`src/rtl/frame_word_assembler_pkg.sv`:
```
// rtl/frame_word_assembler_pkg.sv - shared FSM states, word width and FIFO entry layout
package frame_word_assembler_pkg;

   localparam int MAX_WORD_W = 32;

   typedef enum logic [0:0] {
      WAIT_SYNC = 1'b0,
      ASSEMBLE  = 1'b1
   } fsm_state_t;

   typedef struct packed {
      logic                  eof;
      logic                  sof;
      logic [MAX_WORD_W-1:0] data;
   } fifo_entry_t;

   // Mask keeping the low (bits_minus1 + 1) bits of a word.
   function automatic logic [MAX_WORD_W-1:0] word_mask(input logic [4:0] bits_minus1);
      word_mask = {MAX_WORD_W{1'b1}} >> (5'd31 - bits_minus1);
   endfunction

endpackage

```
`src/rtl/frame_word_assembler_word_fifo.sv`:
```
// rtl/frame_word_assembler_word_fifo.sv - show-ahead word buffer with count-based full/empty
module word_fifo
   import frame_word_assembler_pkg::*;
#(
   parameter int DEPTH = 16
) (
   input  logic        clk,
   input  logic        reset,
   input  logic        push,
   input  fifo_entry_t pushEntry,
   input  logic        pop,
   output logic        accepted,
   output logic        notEmpty,
   output fifo_entry_t head
);

   localparam int PW = $clog2(DEPTH);
   localparam int CW = PW + 1;

   fifo_entry_t   mem [DEPTH];
   logic [PW-1:0] wrPtr;
   logic [PW-1:0] rdPtr;
   logic [CW-1:0] count;
   logic          full;
   logic          doPop;

   assign full     = (count == CW'(DEPTH));
   assign notEmpty = (count != '0);
   assign doPop    = pop && notEmpty;
   // A full buffer still takes a word when the head leaves in the same cycle.
   assign accepted = push && (!full || doPop);
   assign head     = notEmpty ? mem[rdPtr] : '0;

   always_ff @(posedge clk) begin
      if (accepted) begin
         mem[wrPtr] <= pushEntry;
      end
   end

   always_ff @(posedge clk) begin
      if (reset) begin
         wrPtr <= '0;
         rdPtr <= '0;
         count <= '0;
      end else begin
         if (accepted) begin
            wrPtr <= wrPtr + 1'b1;
         end
         if (doPop) begin
            rdPtr <= rdPtr + 1'b1;
         end
         case ({accepted, doPop})
            2'b10:   count <= count + 1'b1;
            2'b01:   count <= count - 1'b1;
            default: count <= count;
         endcase
      end
   end

endmodule

```
`src/rtl/frame_word_assembler.sv`:
```
// rtl/frame_word_assembler.sv - packs framer bits into payload words with SOF/EOF tags
module frame_word_assembler
   import frame_word_assembler_pkg::*;
#(
   parameter int FIFO_DEPTH = 16
) (
   input  logic        clk,
   input  logic        reset,
   input  logic        clkEn,
   input  logic        framedBit,
   input  logic        framesync,
   input  logic        framesyncPulse,
   input  logic [4:0]  bitsPerWord,
   input  logic [15:0] wordsPerFrame,
   input  logic        wordReady,
   output logic        wordValid,
   output logic [31:0] wordData,
   output logic        wordSof,
   output logic        wordEof,
   output logic        overflow,
   input  logic        clearOverflow,
   output logic [15:0] frameCount
);

   fsm_state_t  state;
   logic [4:0]  bitCnt;
   logic [15:0] wordCnt;
   logic [31:0] shiftReg;
   logic        bitStep;
   logic        push;
   logic        accepted;
   fifo_entry_t pushEntry;
   fifo_entry_t head;

   // A resync pulse wins over the bit that arrives with it.
   assign bitStep        = (state == ASSEMBLE) && clkEn && framesync && !framesyncPulse;
   assign push           = bitStep && (bitCnt == '0);
   assign pushEntry.eof  = (wordCnt == wordsPerFrame);
   assign pushEntry.sof  = (wordCnt == '0);
   assign pushEntry.data = {shiftReg[30:0], framedBit} & word_mask(bitsPerWord);

   always_ff @(posedge clk) begin
      if (reset) begin
         state    <= WAIT_SYNC;
         bitCnt   <= '0;
         wordCnt  <= '0;
         shiftReg <= '0;
      end else if (!framesync) begin
         state   <= WAIT_SYNC;
         bitCnt  <= '0;
         wordCnt <= '0;
      end else if (clkEn) begin
         case (state)
            WAIT_SYNC: begin
               if (framesyncPulse) begin
                  state   <= ASSEMBLE;
                  bitCnt  <= bitsPerWord;
                  wordCnt <= '0;
               end
            end
            ASSEMBLE: begin
               if (framesyncPulse) begin
                  bitCnt  <= bitsPerWord;
                  wordCnt <= '0;
               end else begin
                  shiftReg <= {shiftReg[30:0], framedBit};
                  if (bitCnt == '0) begin
                     bitCnt <= bitsPerWord;
                     if (wordCnt == wordsPerFrame) begin
                        state   <= WAIT_SYNC;
                        bitCnt  <= '0;
                        wordCnt <= '0;
                     end else begin
                        wordCnt <= wordCnt + 1'b1;
                     end
                  end else begin
                     bitCnt <= bitCnt - 1'b1;
                  end
               end
            end
            default: state <= WAIT_SYNC;
         endcase
      end
   end

   always_ff @(posedge clk) begin
      if (reset) begin
         overflow   <= 1'b0;
         frameCount <= '0;
      end else begin
         if (clearOverflow) begin
            overflow <= 1'b0;
         end else if (push && !accepted) begin
            overflow <= 1'b1;
         end
         if (accepted && pushEntry.eof) begin
            frameCount <= frameCount + 1'b1;
         end
      end
   end

   word_fifo #(
      .DEPTH(FIFO_DEPTH)
   ) u_word_fifo (
      .clk      (clk),
      .reset    (reset),
      .push     (push),
      .pushEntry(pushEntry),
      .pop      (wordReady),
      .accepted (accepted),
      .notEmpty (wordValid),
      .head     (head)
   );

   assign wordData = head.data;
   assign wordSof  = head.sof;
   assign wordEof  = head.eof;

endmodule

```
`config.mk`:
```
export PLATFORM = sky130hd
export DESIGN_NAME = frame_word_assembler
export DESIGN_NICKNAME = d
export VERILOG_FILES = /design/src/rtl/frame_word_assembler_pkg.sv /design/src/rtl/frame_word_assembler_word_fifo.sv /design/src/rtl/frame_word_assembler.sv
export SDC_FILE = /design/constraint.sdc
export NUM_CORES = 1
export LEC_CHECK = 0
export CORE_MARGIN = 1
export CORE_UTILIZATION = 45
export DETAILED_ROUTE_END_ITERATION = 16
export GPL_TIMING_DRIVEN = 0
export PLACE_DENSITY = 0.74
export SLEW_MARGIN = 5
export SYNTH_ARGS = -nofsm -noshare
export SYNTH_HDL_FRONTEND = slang
export SYNTH_SLANG_ARGS = --single-unit
```
`constraint.sdc`:
```
create_clock -name clk -period 4.35 [get_ports clk]
set_clock_uncertainty 0.05 [all_clocks]
set_input_delay 1.0875 -clock clk [delete_from_list [all_inputs] [get_ports clk]]
set_output_delay 1.0875 -clock clk [all_outputs]
set_load 0.005 [all_outputs]
```
# After elaboration in Yosys (flattened, before gate mapping)
# Memories as Yosys holds them, arrays and structs flattened. A register that Yosys moved wholly into a read port is not among the register bits.
# Cells that the tools add are included.
# word_totals
mem_bits_rw,544
wordCells,71
out_inout_bits,52
regBits,83
mem_count,1
# mem_list
memory,depth,width,read_ports,rd_ports_with_merged_regs,write_ports,line,rtl
u_word_fifo.mem,16,34,1,1,1,frame_word_assembler_word_fifo.sv:20,fifo_entry_t mem [DEPTH];
# classes
shifts,1
add_sub_neg,8
reduce_logical,21
eq_ne,6
n_mux,21
bitwise_logic,4
# ops
op,count
$mux 16,4
$mux 34,1
$add 16x1->16 const B,2
$and 32x32->32,1
$pmux 16 s2,1
$shr 32x5->32 const A,1
$mux 5,4
$pmux 5 s2,2
$eq 16x16->1,1
$logic_not 16->1,1
$sub 5x1->5 const B,2
$add 4x1->4 const B,2
$logic_and 1x1->1,8
$mux 4,2
$mux 1,6
$add 5x1->5 const B,1
$eq 5x5->1 const B,1
$logic_not 5->1,1
$reduce_bool 5->1,1
$sub 5x5->5 const A,1
$reduce_and 4->1,1
$reduce_or 2->1,2
$logic_not 1->1,3
$ne 3x2->1 const B,1
other kinds (9),11

# Logic depth before layout (Yosys ltp)
# Gate-level depths: netlist of the first run.
# logic_depth
depth_word,7
depth_mapped,16
ltp_nobuf,13

# Hierarchy
# A second synthesis of the first run with hierarchy kept.
# hier_totals
hier_cells,1410
hier_area_um2,25225.4
# by_module_without_submodules
mod,n_inst,seq_area_each_um2,cells_each,area_per_inst_um2
word_fifo,1,16676.0,949,21615.7
frame_word_assembler,1,1401.3,461,3609.7

# Worst setup path before layout of the first run
# Ideal clock, no wire load.
# synth_timing
kind,in2reg
startpoint,input framesyncPulse
endpoint,register u_word_fifo.count[4]
arrival_ps,3765
path_slack_ps,416
setup_time_ps,119
path_stages,14
path_buffers,3
path_cell_list,clkbuf_1 -> nand4b_1 -> a311oi_4 -> inv_2 -> clkbuf_1 -> ha_1 -> clkbuf_1 -> xor2_1 -> ha_1 -> a21oi_1 -> o22ai_1 -> a222oi_1 -> or4_1 -> nand2_1
# synth_between
elab_chain_len,6
elab_cells_between_ends,8
# synth_lines
element,line,rtl
"start, declared",frame_word_assembler.sv:12,"input logic framesyncPulse,"
$logic_not 1->1 *,frame_word_assembler.sv:36,assign bitStep = (state == ASSEMBLE) && clkEn && framesync && !framesyncPulse;
$logic_and 1x1->1 *,frame_word_assembler.sv:36,
$logic_and 1x1->1 *,frame_word_assembler.sv:37,assign push = bitStep && (bitCnt == '0);
$logic_and 1x1->1 *,frame_word_assembler_word_fifo.sv:31,assign accepted = push && (!full || doPop);
$eq 2x1->1 or $eq 2x2->1 (tied branches),frame_word_assembler_word_fifo.sv:52,"case ({accepted, doPop})"
$pmux 5 s2 or $reduce_bool 2->1 (tied branches),-,
"end signal, assigned",frame_word_assembler_word_fifo.sv:53,2'b10: count <= count + 1'b1;
"end signal, assigned",frame_word_assembler_word_fifo.sv:54,2'b01: count <= count - 1'b1;
"end signal, assigned",frame_word_assembler_word_fifo.sv:55,default: count <= count;
"end, declared",frame_word_assembler_word_fifo.sv:23,logic [CW-1:0] count;
# Mark *: on every way between the ends. The rest lies on a longest branch, timed or not.
# A chain may end at the register's enable or synchronous reset.

==> flow_metrics.tcl, run 1 <==
set metrics [dict create \
    status "finished, final reports clean" \
    grt_pass1_wl_um 85590 \
    postSynthAreaPerCell_um2 18.31 \
    end_kind "output port" \
    post-place-ws_ns -1.298 \
    cts_sinks 631 \
    tns_ns 0 \
    routedWlPerCell_um 24.63 \
    hold_viol 0 \
    antenna_left 0 \
    synth_area_mm2 0.02519 \
    power_density_mw_per_mm2 403.2 \
    area_delta_synth_final_pct 17.02 \
    crit_arrival_ns 3.16 \
    grt_max_degree 23 \
    met1_usage_pct 27.82 \
    initial_core_util_pct 45.63 \
    critPathLaunchType "flip-flop" \
    drt_iter0_markers 1386 \
    leakage_nw 8.416 \
    io_pins 81 \
    vias 13498 \
    vdd_ir_drop_max_v 0.0003208 \
    synth_area_leader_cell "edfxtp_1" \
    seq_area_frac_synth_pct 71.77 \
    syn_inst 1376 \
    max_slew_margin_pct 20.36 \
    p_total_mw 11.88 \
    clock_latency_ns 0.62 \
    setup_ws_ns 0.05718 \
    dieHeight_um 238.6 \
    die_w_um 238.6 \
    critical_path_required_ns 3.21 \
    max_freq_ghz 0.2329 \
    first_global_vias 13657 \
    drive_gt1_share_pct 21.94 \
    gr-usage-met2_pct 34.06 \
    finalCriticalPeriod_ns 4.293 \
    setup_viol 0 \
    rsz0062_at_grt "yes" \
    hold_buffers 0 \
    final_core_util_pct 53.40 \
    cts_root_buf "clkbuf_16" \
    via_per_inst 5.783 \
    grt-ovfl-total 0 \
    die-area_mm2 0.05692 \
    worst_pin_slew_ns 1.192 \
    hold_class "flip-flop to flip-flop" \
    slew_viol_final 0 \
    dp_hpwl_um 35840 \
    n_fill_cell 4271 \
    synth_area_leaders "edfxtp_1 (65%), mux4_2 (15%), dfxtp_1 (6.9%), nand2_1 (1.3%), and2_1 (1.2%)" \
    clkTransAtPathRegs_ns 0.07 \
    h-tree-depth 2 \
    met3_usage_pct 4.157 \
    final_nets 1575 \
    cts_buffer_depth 3 \
    yosysWarnings 0 \
    cts_tree "yes" \
    place.gp.congestion 0.8601 \
    firstDrtPassIters 6 \
    fin_crit_sh_pct 98.69 \
    cap_violations 0 \
    synth.top_cell.area_share_pct 64.86 \
    wirelength_um 57480 \
    top_usage_layer "met2" \
    insertedDiodeCount 0 \
    grt_use_total_pct 20.53 \
    synth-async-reset-ratio_pct 0 \
    cts_made_buffers 61 \
    synth_cell_types 55 \
    drc 0 \
    path_class "flip-flop to output port" \
    syn_nets 1418 \
    synth_seq_cells 631 \
    antenna_found_initial 1 \
    synth_edf_count 544 \
    rows 86 \
    port_buffers 76 \
    ys.flop_type "edfxtp_1" \
    core_area_mm2 0.05520 \
    cp_max_fo 10 \
]
[synthesized netlist by cell type, types with 10 or more instances]
master and number:
edfxtp_1 544, mux4_2 170, dfxtp_1 87, nand2_1 85, clkbuf_1 70, a21oi_1 58
nor2_1 58, and2_1 50, xor2_1 33, nor2b_1 19, inv_1 16, and3_1 15
nor4_1 14, ha_1 13, nand4_1 11, nor3_1 11, mux2_2 10
[registers in the layout, indices dropped and copies added (netlist names), named ones only]
| signal | count |
|---|---|
| wordCnt | 16 |
| bitCnt | 5 |
| u_word_fifo.mem | 544 |
| state | 1 |
| u_word_fifo.count | 5 |
| u_word_fifo.wrPtr | 4 |
| frameCount | 16 |
| u_word_fifo.rdPtr | 4 |
| shiftReg | 31 |
| overflow | 1 |
[cells in the final DEF (no fill, tap or decap), types with 16 or more instances in the layout]
cell type	n
clkdlybuf4s50_1	74
buf_12	20
xor2_1	33
edfxtp_1	544
clkbuf_16	64
nor2_1	58
mux4_2	170
nor2b_1	19
a21oi_1	58
and2_1	38
dfxtp_1	85
inv_1	16
nand2_1	84
clkbuf_1	57
[cell type report]
type	instances	area (µm²)	share of cell area [%]
plain buffers	77	483.0	1.639
clock buffers	89	1765	5.990
clock inverters	27	211.5	0.7174
well taps	748	935.9	3.175
multi-input cells	648	6784	23.02
inverters	17	63.81	0.2165
repair buffers	97	1146	3.888
flip-flops and latches	631	18080	61.36
[metrics by stage]
stage,instance area (µm²),std cells,hold slack (ns)
2_1_floorplan,25190,1376,0.3819
3_3_place_gp,26880,2200,0.3981
3_5_place_dp,27250,2217,0.4068
4_1_cts,29390,2332,0.4080
5_1_grt,29470,2334,0.4320
6_report,29470,2334,0.4088
[power breakdown]
group / switching [mW] / internal (mW) / total, mW
registers: 0.00456 / 6.48 / 6.49
logic: 0.109 / 0.0895 / 0.198
clock network: 2.22 / 2.98 / 5.20
total: 2.33 / 9.55 / 11.9
[what timing repair did]
item / 4_1_cts / 5_1_grt
buffers inserted: 2 / 2
pin swaps: 1 / 0
resized for setup: 91 / 25
endpoints found under the setup margin: 36 / 28
[routing by layer]
layer	vias up	wire [µm]	part of all wire [%]
met5	-	7	0.012
met2	581	28590	50
met4	2	1077	1.9
met3	87	4546	7.9
li1	5810	-	-
met1	7018	23260	40
[cells by family (layout without fill, tap and decap cells)]
family | count (synthesis) | in the layout | share of synthesized area [%]
muxes | 182 | 182 | 15.73
xor gates and xnor gates | 42 | 42 | 1.460
AOI/OAI and AO/OA | 106 | 106 | 2.702
adders and majority gates | 13 | 13 | 0.6458
buffers and inverters | 97 | 307 | 1.450
and+or+nand+nor | 305 | 305 | 6.244
DFF | 631 | 631 | 71.77
[critical path, cell delays in order (launching register included)]
cell             delay [ns]
dfxtp_4                0.43
buf_12                 0.21
buf_8                  0.21
mux4_2                 0.56
mux4_2                 0.52
and2_1                 0.17
clkdlybuf4s50_1        0.44
[worst paths after layout]
path	startpoint	endpoint	slack, ns	cells after the start
setup / recovery	flip-flop	wordData[14]	0.06	6
hold / removal	shiftReg[29]$_SDFFE_PP0P_	shiftReg[30]$_SDFFE_PP0P_	0.41	2
setup reg to reg	bitCnt[0]$_SDFFE_PP0P_	u_word_fifo.count[4]$_SDFFE_PP0P_	0.53	16
hold reg to reg	shiftReg[29]$_SDFFE_PP0P_	shiftReg[30]$_SDFFE_PP0P_	0.41	2
(Power assumes the default switching activity.)
==> run 2, diff against run 1 <==
CORE_MARGIN = 10   (was 1)
REMOVE_ABC_BUFFERS = 1   (was default)
==> run 2 against run 1 <==
Utilization increased by 0.28 points. Clock power up 3%. Critical path type unchanged. Largest power group unchanged. Fmax is 0.32% higher. Sequential power hardly changed. Power increased by 1.4%. Cell count down 2.1%. Via count shrank 1.2%. Wire length is 0.25% lower. Hold slack improved by 0.0093 ns. Count of clock-buffer cells in the layout is 4 lower.
==> flow_metrics.tcl, run 2 (synthesis results as in run 1) <==
set metrics [dict create \
    drc 0 \
    reg_top3 "u_word_fifo.mem (544), shiftReg (31)" \
    setup_ws_ns 0.07098 \
    finalCriticalPeriod_ns 4.279 \
    grt-ovfl-total 0 \
    wirelength_um 57330 \
    first_global_vias 13680 \
    antenna_found_initial 0 \
    port_buffers 80 \
    final_common_cell "edfxtp_1" \
    cp_slowest_cell "mux4_2" \
    hold_class "flip-flop to flip-flop" \
    end_kind "output port" \
    rsz0062_at_grt "no" \
    regArea_mm2 0.01809 \
    dp_hpwl_um 32230 \
    largest_register_ffs 544 \
    insertedDiodeCount 0 \
    hold_buffers 0 \
    placed_area_mm2 0.02723 \
    clock_latency_ns 0.63 \
    hold_viol 0 \
    grt_max_degree 48 \
    place.gp.congestion 0.8047 \
    vias 13330 \
    cts_root_buf "clkbuf_16" \
    area_delta_synth_final_pct 17.86 \
    critical_path_required_ns 3.21 \
    cap_violations 0 \
    multi_input_area_mm2 0.006793 \
    n_fill_cell 4241 \
    rows 86 \
    hold_path_depth 2 \
    ff2ff_path_depth 13 \
    via_per_inst 5.831 \
    worstPathCellList "buf_12 > buf_12 > buf_16 > mux4_2 > mux4_2 > and2_1 > clkdlybuf4s50_1" \
    cts_made_buffers 61 \
    cts_buffer_depth 3 \
    drt_iter0_markers 1396 \
    die_w_um 256.6 \
    holdWs_ns 0.4182 \
    core_area_mm2 0.05531 \
    cts_tree "yes" \
    power_density_mw_per_mm2 405.9 \
    routedWlPerCell_um 25.08 \
    slew_viol_final 0 \
    final_nets 1530 \
    drive_gt1_share_pct 22.37 \
    top_register "u_word_fifo.mem" \
    grt_pass1_wl_um 86860 \
    layout_common_cells "edfxtp_1 (544), mux4_2 (170), nand2_1 (84)" \
    antenna_left 0 \
    setup_viol 0 \
    firstDrtPassIters 5 \
    die-area_mm2 0.06584 \
    leakage_nw 8.560 \
    post-place-ws_ns -0.3405 \
    clkTransAtPathRegs_ns 0.06 \
    max_slew_margin_pct 19.01 \
    status "finished, final reports clean" \
    dieHeight_um 256.6 \
    worst_pin_slew_ns 1.214 \
    h-tree-depth 2 \
    cts_sinks 631 \
    tns_ns 0 \
    fin_area_mm2 0.02969 \
    final_core_util_pct 53.67 \
    io_pins 81 \
    initial_core_util_pct 45.54 \
    cp_max_fo 9 \
    fin_crit_sh_pct 98.37 \
    max_freq_ghz 0.2337 \
    crit_arrival_ns 3.14 \
    path_class "flip-flop to output port" \
    slowest_delay_ns 0.53 \
    vdd_ir_drop_max_v 0.0003215 \
    grt_use_total_pct 17.24 \
    critPathLaunchType "flip-flop" \
]
run 2: changes by cell type in the layout (fill, tap and decap cells not counted), moves of 4 or more:
cell	previous run	this run
clkbuf_1	57	17
clkbuf_2	12	0
buf_16	2	12
clkbuf_4	7	0
dlymetal6s2s_1	1	7
clkinv_2	8	3
bufinv_16	3	7
run 2: critical path, delay by kind of cell (launching register included):
family / cells / cell delay, ns
flip-flops: 1 / 0.41
multiplexers: 2 / 1.05
AND/OR/NAND/NOR: 1 / 0.19
buffers and inverters: 4 / 0.85
run 2: routing by layer:
| layer | global-route usage (%) | up-vias | wire length, µm |
|---|---|---|---|
| li1 | - | 5728 | - |
| met1 | 23.06 | 6953 | 23500 |
| met2 | 28.13 | 568 | 28260 |
| met3 | 4.145 | 81 | 4634 |
| met4 | 4.059 | 0 | 942 |
| met5 | 0 | - | 0 |
run 2: repair_timing:
action	CTS	global route
buffers inserted	11	8
pin swaps	0	1
setup endpoints to repair	35	27
gates cloned	5	1
resized for setup	8	11
run 2: where the power goes:
part / switching [mW] / leakage, nW / total (mW) / internal (mW)
Sequential: 0.00498 / 5.03 / 6.49 / 6.48
Combinational: 0.104 / 2.54 / 0.198 / 0.0946
Clock: 2.21 / 0.983 / 5.37 / 3.15
run 2: worst paths after layout:
kind | startpoint | end | slack [ns]
worst max-delay path | flip-flop | wordData[22] | 0.07
worst min-delay path | shiftReg[27]$_SDFFE_PP0P_ | shiftReg[28]$_SDFFE_PP0P_ | 0.42
worst max register to register | bitCnt[0]$_SDFFE_PP0P_ | u_word_fifo.count[4]$_SDFFE_PP0P_ | 0.60
worst min register to register | shiftReg[27]$_SDFFE_PP0P_ | shiftReg[28]$_SDFFE_PP0P_ | 0.42
run 2: through the flow:
stage	std cells	total power, mW
5_1_grt	2286	12.39
3_5_place_dp	2150	6.801
6_report	2286	12.05
3_3_place_gp	2124	6.801
2_1_floorplan	1296	6.707
4_1_cts	2279	12.13
run 2: cell type report:
class                      count  share of cell area (%)
sequential                   631                   60.94
clock inverter                28                   1.138
timing repair buffer         129                   5.918
tap                          748                   3.153
clock buffer                  85                   5.757
multi-input combinational    648                   22.88
inverter                      17                  0.2150
==> variant, RTL diff (settings of run 2) <==
Change the parameter `FIFO_DEPTH` from 16 to 32.
--- a/src/rtl/frame_word_assembler.sv
+++ b/src/rtl/frame_word_assembler.sv
@@ -3,5 +3,5 @@
    import frame_word_assembler_pkg::*;
 #(
-   parameter int FIFO_DEPTH = 16
+   parameter int FIFO_DEPTH = 32
 ) (
    input  logic        clk,
Behaviour: same outputs for any inputs over 4 cycles, from zero or initial values and one cycle with reset high; that may be too few to reach the edited logic, so the function may still have changed.
==> variant against run 2 <==
Synthesized area up 83%; design area up 88%; worst setup slack worse by 0.069 ns; critical path type is now in2reg; largest cell class unchanged; synthesized cell count up 64%; wire length up 120%; non-clock buffer count up 148; combinational power rose to 25 times the old value; power up 120%; sequential cell count up 548; core utilization up 1.2 points.
==> variant: results (changes against run 2) <==
[route]
drt_iter0_drc=4247  ; +200%
routed_wl_mm=127  ; +120%
wl_per_cell_um=31.9  ; +27%

[yosys]
muxShareOfSynthArea_pct=16.8  ; +1.1 points
synth.area.top_cells=edfxtp_1, mux4_2, dfxtp_1
synth_edf_count=1088  ; +100%
synthAdderAreaFrac_pct=0.423  ; -0.22 points
synth-xor-area-share_pct=0.740  ; -0.72 points
synthDistinctLibCells=70  ; +27%

[clock_tree]
htree_levels=3  ; +1
clk_latency_ns=0.70  ; +0.07 ns

[setup_path]
max_stage_delay_ns=0.79  ; +0.26 ns
worst_path_max_delay_cell=nand4b_1
worstPathMaxFanout=14  ; +5
path_delay_family=simple AND/OR/NAND/NOR gates

[run_status]
status=completed

[global_routing]
grt.total_usage_pct=21.3  ; +4.1 points
met3_usage_pct=4.96  ; +0.81 points

[finish]
top_regs=u_word_fifo.mem: 1088 flops, shiftReg: 31 flops
layout-drive-gt1-share_pct=30.7  ; +8.3 points

[sta]
worst_pin_slew_ns=1.34  ; +0.129 ns

[pwr]
irDropWorstVdd_uv=374  ; +16%
p_leak_nw=16.2  ; +89%

[placed_design]
dp_slack_ns=-1.37  ; -1.03 ns
dp.cells=3658  ; +70%

-- variant: changes by cell type after synthesis, moves of 7 or more --
cell	run 2	this run
edfxtp_1	544	1088
mux4_2	170	340
inv_1	16	82
and2_1	50	2
o22ai_1	1	34
buf_2	1	31
nor3_1	11	27
clkbuf_1	70	82
nand2_1	85	97
nand3_1	9	19
o21ai_0	7	16
a21oi_1	58	65
nor4_1	14	7
-- variant: cell type report --
type	count	area (um^2)
Timing Repair inverter	1	5.00
Timing Repair Buffer	277	4500
Tap cell	1368	1710
Fill cell	7174	45900
Sequential cell	1179	34500
Clock inverter	63	647
Clock buffer	143	2970
Inverter	82	308
Multi-Input combinational cell	867	11200
-- variant: path summary, 6_finish.rpt --
path / start / end / slack, ns / cells after the start
setup / recovery: framesyncPulse / u_word_fifo.mem[7][29]$_DFFE_PP_ / 0.002 / 7
hold / removal: shiftReg[30]$_SDFFE_PP0P_ / shiftReg[30]$_SDFFE_PP0P_ / 0.42 / 2
setup reg to reg: bitCnt[0]$_SDFFE_PP0P_ / u_word_fifo.mem[18][9]$_DFFE_PP_ / 0.20 / 8
hold reg to reg: shiftReg[30]$_SDFFE_PP0P_ / shiftReg[30]$_SDFFE_PP0P_ / 0.42 / 2
-- variant: worst register-to-register path: stages (launching register included) --
cell and delay [ns]:
dfxtp_1 0.34, inv_1 0.13, ha_1 0.23, nor4b_2 0.76
nand2_2 0.29, nor2_2 0.47, nand2_1 0.61, nor2_4 0.66
buf_12 0.26
-- variant: cell families after synthesis --
group,Yosys count
multiplexers,348
AO/OA/AOI/OAI,162
adder cells (fa/ha/maj),15
flip-flops,1179
buffers and inverters,206
AND/OR/NAND/NOR,302
XOR/XNOR,39
-- variant: per-layer routing --
layer	part of all wire, %	vias up
met1	36	13053
met5	0.010	-
met4	3.4	2
met3	11	288
li1	-	9809
met2	49	1868
-- variant: where the power goes --
| group | leakage (nW) | internal (mW) | total [mW] | switching, mW |
|---|---|---|---|---|
| combinational | 5.08 | 2.54 | 4.86 | 2.32 |
| sequential | 9.36 | 12.2 | 12.3 | 0.0491 |
| clock | 1.77 | 5.43 | 9.69 | 4.26 |
-- variant: timing repair --
action	4_1_cts	5_1_grt
resized for setup	79	26
buffers inserted	61	27
pin swaps	20	5
endpoints found under the setup margin	1017	189
gates cloned	21	7
-- variant: through the flow --
step | power [mW] | instance area (um^2)
finish | 26.8 | 55900
global placement | 15.7 | 48200
global route | 27.6 | 55900
floorplan | 15.0 | 45600
detailed placement | 16.2 | 50400
CTS | 26.6 | 55400
